`config.mk`:
```
export PLATFORM = sky130hd
export DESIGN_NAME = reg_file_array
export DESIGN_NICKNAME = d
export VERILOG_FILES = /design/src/rtl/reg_file_array.sv
export SDC_FILE = /design/constraint.sdc
export NUM_CORES = 2
export LEC_CHECK = 0
export ABC_AREA = 1
export BUFFER_PORTS_ARGS = -buffer_cell sky130_fd_sc_hd__buf_2
export CAP_MARGIN = 40
export CELL_PAD_IN_SITES_DETAIL_PLACEMENT = 0
export CELL_PAD_IN_SITES_GLOBAL_PLACEMENT = 2
export CORE_MARGIN = 5
export CORE_UTILIZATION = 39
export DETAILED_ROUTE_END_ITERATION = 10
export PLACE_DENSITY = 0.95
export SYNTH_ARGS = -nofsm -noshare
export SYNTH_HDL_FRONTEND = slang
export SYNTH_SLANG_ARGS = --single-unit
```
`constraint.sdc`:
```
create_clock -name clock -period 60.4 [get_ports clock]
set_input_delay 6.04 -clock clock [delete_from_list [all_inputs] [get_ports clock]]
set_output_delay 6.04 -clock clock [all_outputs]
set_load 0.02 [all_outputs]
```
`src/rtl/reg_file_array.sv`:
```
// Thirty-one-entry register array (r0 reads as zero) with two registered read ports,
// optional same-edge write-to-read bypass and a sticky flag for non-one-hot write enables.
module reg_file_array #(
  parameter int DATA_WIDTH = 32,
  parameter bit BYPASS     = 1'b1
) (
  input  logic                  clock,
  input  logic                  reset,
  input  logic [31:0]           REG_EN,
  input  logic [DATA_WIDTH-1:0] WR_DATA,
  input  logic [4:0]            RD_REG_A,
  input  logic [4:0]            RD_REG_B,
  output logic [DATA_WIDTH-1:0] RD_DATA_A,
  output logic [DATA_WIDTH-1:0] RD_DATA_B,
  output logic                  EN_ERR
);

  logic                  en_multi;
  logic [31:1]           we;
  logic [DATA_WIDTH-1:0] regs [1:31];
  logic [DATA_WIDTH-1:0] view [0:31];

  // Clearing the lowest set bit leaves something only when two or more bits were set.
  assign en_multi = |(REG_EN & (REG_EN - 32'd1));
  // An illegal vector writes nothing; bit 0 alone is a legal no-op.
  assign we       = en_multi ? '0 : REG_EN[31:1];

  // NOTE: the array is reset explicitly because reset must clear architectural state;
  // this keeps it as plain flops rather than an inferred RAM macro.
  for (genvar i = 1; i < 32; i++) begin : g_reg
    always_ff @(posedge clock or posedge reset) begin
      if (reset)      regs[i] <= '0;
      else if (we[i]) regs[i] <= WR_DATA;
    end
  end

  // NOTE: every always_comb target is assigned on all paths so no latch is inferred.
  always_comb begin
    view[0] = '0;
    for (int i = 1; i < 32; i++) begin
      view[i] = (BYPASS && we[i]) ? WR_DATA : regs[i];
    end
  end

  // NOTE: sequential state uses non-blocking assignments so all flops update together.
  always_ff @(posedge clock or posedge reset) begin
    if (reset) begin
      RD_DATA_A <= '0;
      RD_DATA_B <= '0;
      EN_ERR    <= 1'b0;
    end else begin
      RD_DATA_A <= view[RD_REG_A];
      RD_DATA_B <= view[RD_REG_B];
      if (en_multi) EN_ERR <= 1'b1;
    end
  end

endmodule

```
Yosys cells after proc, flatten, opt, wreduce, memory -nomap -nowiden
Index checks and enable logic that the tools add are counted.

Bits of input ports: 76. Logic and storage cells: 79. Output and inout port bits: 65. Flip-flop bits (word level): 1057.

Bitwise operators: 3. Add/sub/neg operators: 1. Mux-type cells: 38. Order comparisons: 2. Reductions and logical operators: 1.

Operators by type and width (count): two-way mux 32 bit (35); binary-select mux 32 bit (select 5 bit) (2); AND 32 bit (1); OR reduction 32 bit (1); subtractor 32 x 1 -> 32 bit, second input constant (1); two-way mux 31 bit (1); greater-or-equal comparator 6 bit, second input constant (2); inverter 5 -> 6 bit (2).

Depth between registers and ports, before layout
Depth after elaboration: 8. Gate-level depth with buffers: 22. Depth with buffers taken out: 19.

Least setup slack after synthesis
Ideal clock, no wire load.

Path type: input port to flip-flop. Start point: in REG_EN[6]. End point: reg RD_DATA_B[30]. Data required time: 60.283 ns. Buffers on the path: 3. Arrival time: 8.235 ns. Stages: 21. Path slack: 52.048 ns. Setup time: 0.117 ns. Path through: buf_2 nor2_1 nand2_1 nor2_2 nand2_1 nand2_1 nand3_1 nor2_1 nand2_1 nor2_4 clkbuf_1 clkbuf_1 nand4_1 nand3_1 nand2_1 nor2_1 nand2_1 nand3_1 nand2_1 nand2_1 nand2_1.

Word-level cells in the longest chain between the ends: 8. Elaborated cells on any way between the ends: 38. Classes of those cells: add/sub (1); mux (35); bitwise (1); reduce/logical (1).

RTL lines: start, declared (line 9) `input logic [31:0] REG_EN,`; subtractor 32 x 1 -> 32 bit (line 24) `assign en_multi = |(REG_EN & (REG_EN - 32'd1));`; AND 32 bit (line 24); OR reduction 32 bit (line 24); two-way mux 31 bit (*) (line 26) `assign we = en_multi ? '0 : REG_EN[31:1];`; two-way mux 32 bit (line 41) `view[i] = (BYPASS && we[i]) ? WR_DATA : regs[i];`; binary-select mux 32 bit (select 5 bit) (*) (line 53) `RD_DATA_B <= view[RD_REG_B];`; two-way mux 32 bit (implied by the code) (*) (2 in series) (line 53); end signal, assigned (line 53); end, declared (line 14) `output logic [DATA_WIDTH-1:0] RD_DATA_B,`.

Mark *: on every way between the ends. The rest lies on a longest branch, timed or not. The select of a mux whose other input is x is not followed. A chain may end at the register's enable or synchronous reset.

Worst setup path in the final report
Start point: in REG_EN[4]. End point: reg RD_DATA_B[7].

Same word-level chain as after synthesis.

==> metrics.csv <==
metric,value,unit
yosys-top-cells-area,"dfrtp_1 (39%), nand2_1 (18%), nand3_1 (17%)",
yosysUniqueCellTypes,21,
portBuffers,140,
cp-end-kind,flop,
grt_pass1_wl,527,mm
track_usage,38.8,%
antenna_found_initial,43,
maxCapViolations,0,
skew,0.0312,ns
final.period_utilization,20.3,%
power.leakage,41.2,nW
worst_pin_slew,1.21,ns
drt-total-wl,373,mm
grt_overflow,0,
vdd_drop_max,0.0269,mV
drc,0,
viasPerCell,6.27,
yosysMostFrequentCell,nand2_1,
synth_edf_count,0,
dieArea,184000,um^2
syn2layout_area_growth,10.3,%
critPathRequiredTime,61.13,ns
clock_sinks,1057,
slew_headroom,19.7,%
worstSetupPathType,in2reg,
initial_core_util,39.3,%
ant_nets,0,
synth_flop_cell,dfrtp_1,
clk_pin_slew,0.06,ns
numCtsBuffers,134,
hold_buffers,0,
htree_levels,4,
timing.fmax,0.0817,GHz
syn_nets,10668,
synth_top_area_cell,dfrtp_1,
fillerInstances,18127,
multi_input_area,35000,um^2
grt_max_degree,193,
cts-root-buf,clkbuf_16,
cts_tree,done,
io_pins,141,
synth_top_area_share,38.6,%
finalMaxSlewViolations,0,
worst_ep_arrival_time,12.98,ns
fp.dieH,429,um
hold_violations,0,
final_net_count,10240,
ys_seq_area_share,38.6,%
cp_max_fo,192,
gp_congestion,0.934,
status,finished clean,
fp-row-count,153,
synth_seq_cells,1057,
clk_latency,0.80,ns
hp-class,reg2reg,
avgSynthCellArea,6.46,um^2
synth_common_cells,"nand2_1 (3241), nand3_1 (2368), dfrtp_1 (1057), nand4_1 (989), inv_1 (934)",
total_power,0.00185,W
place_hpwl,211,mm
start_kind,input pin,
synthesis.area,68500,um^2
drive_gt1_share,5.85,%
post_cts_buffers,0,
vias,79201,
grt_setup_unrepaired,no,
ys.warnings.count,0,
firstDrtPassIters,9,
seq_area,26500,um^2
grt_pass1_vias,73391,
die_width,429,um
min_period,12.24,ns
drtIter0Drc,12456,
power.density,24.5,nW/um^2
core_area,174000,um^2
cts_resized,0,
async_flop_share,100,%
tns,0,ns
setup_viol,0,
synthCells,10592,
clockBufferDepth,3,
wl_per_cell,29.5,um
-- final cells by class --
class	instances	area share, %
repair buffers	343	4.09
clock buffers	212	5.46
multi-input cells	7680	46.3
well taps	2325	3.85
flip-flops and latches	1057	35.0
diodes	31	0.103
inverters	948	4.79
clock inverters	30	0.343
-- state kept, by name, summed over array words and instances (netlist names) --
| signal | flops |
|---|---|
| regs | 992 |
| RD_DATA_B | 32 |
| EN_ERR | 1 |
| RD_DATA_A | 32 |
-- per-stage QoR --
step	utilization (%)	cell area (um^2)	std cells	setup slack, ns	hold WS, ns
finish	43.3	75500	12626	48.16	0.479
global route	43.3	75500	12619	48.03	0.501
CTS	43.3	75400	12594	48.58	0.470
detailed placement	40.8	71000	12352	47.73	0.451
global placement	40.2	70100	12313	47.62	0.448
floorplan	-	68500	10592	24.61	0.455
-- power by group --
part / switching (W) / internal (W)
Clock: 0.000353 / 0.000477
Sequential: 0.0000180 / 0.000713
Combinational: 0.000220 / 0.0000649
Total: 0.000591 / 0.00126
-- critical path, cell delays in order --
cell	delay, ns
buf_2	0.35
buf_4	0.39
nor2_1	0.18
nand2_1	0.13
nor2_4	0.13
nand2_1	0.10
o21ai_1	0.15
nand2_1	0.07
nor2_1	0.10
nand2_1	0.10
nor2_4	0.13
buf_4	0.66
buf_12	0.63
buf_12	0.68
nand3_2	0.83
buf_4	0.59
nand2_1	0.15
nand3_1	0.07
nand2_1	0.09
nor2_1	0.05
nand2_1	0.05
nand3_1	0.10
nand2_1	0.34
nand2_1	0.16
nand2_1	0.11
-- cell usage in the layout (no fill, tap or decap), drive strengths merged --
master,netlist,routed
and2,155,155
nand4,989,989
nand3b,1,1
o21ai,12,12
clkbuf,526,212
diode,0,31
clkinvlp,0,1
buf,381,343
o21bai,2,2
nor2,911,911
dfrtp,1057,1057
inv,939,947
nand3,2368,2368
nand2,3242,3242
bufinv,0,2
clkinv,9,28
-- final timing paths --
path / start / endpoint / slack (ns) / depth (start not counted)
max reg2reg: regs[835] / RD_DATA_B[3] / 58.65 / 10
min reg2reg: EN_ERR / EN_ERR / 0.48 / 1
min: EN_ERR / EN_ERR / 0.48 / 1
max: REG_EN[4] / RD_DATA_B[7] / 48.16 / 25
max in group asynchronous: reset / regs[335] / 51.27 / 9
min in group asynchronous: reset / regs[962] / 5.24 / 2
-- per-layer routing --
layer	track usage, %	share of wire (%)	vias to the layer above
li1	-	-	33891
met1	48.5	36	37544
met2	55.4	41	6111
met3	11.4	13	1615
met4	31.2	9.9	40
met5	0.182	0.083	-
-- cell families (layout without fill, tap and decap cells) --
logic type | after synthesis | in the layout | synth area share (%)
other cells | 0 | 31 | 0
buf+inv | 1855 | 1533 | 10.7
flops | 1057 | 1057 | 38.6
compound gates | 14 | 14 | 0.110
simple gates | 7666 | 7666 | 50.6
Power figures use the tool's default switching activity.
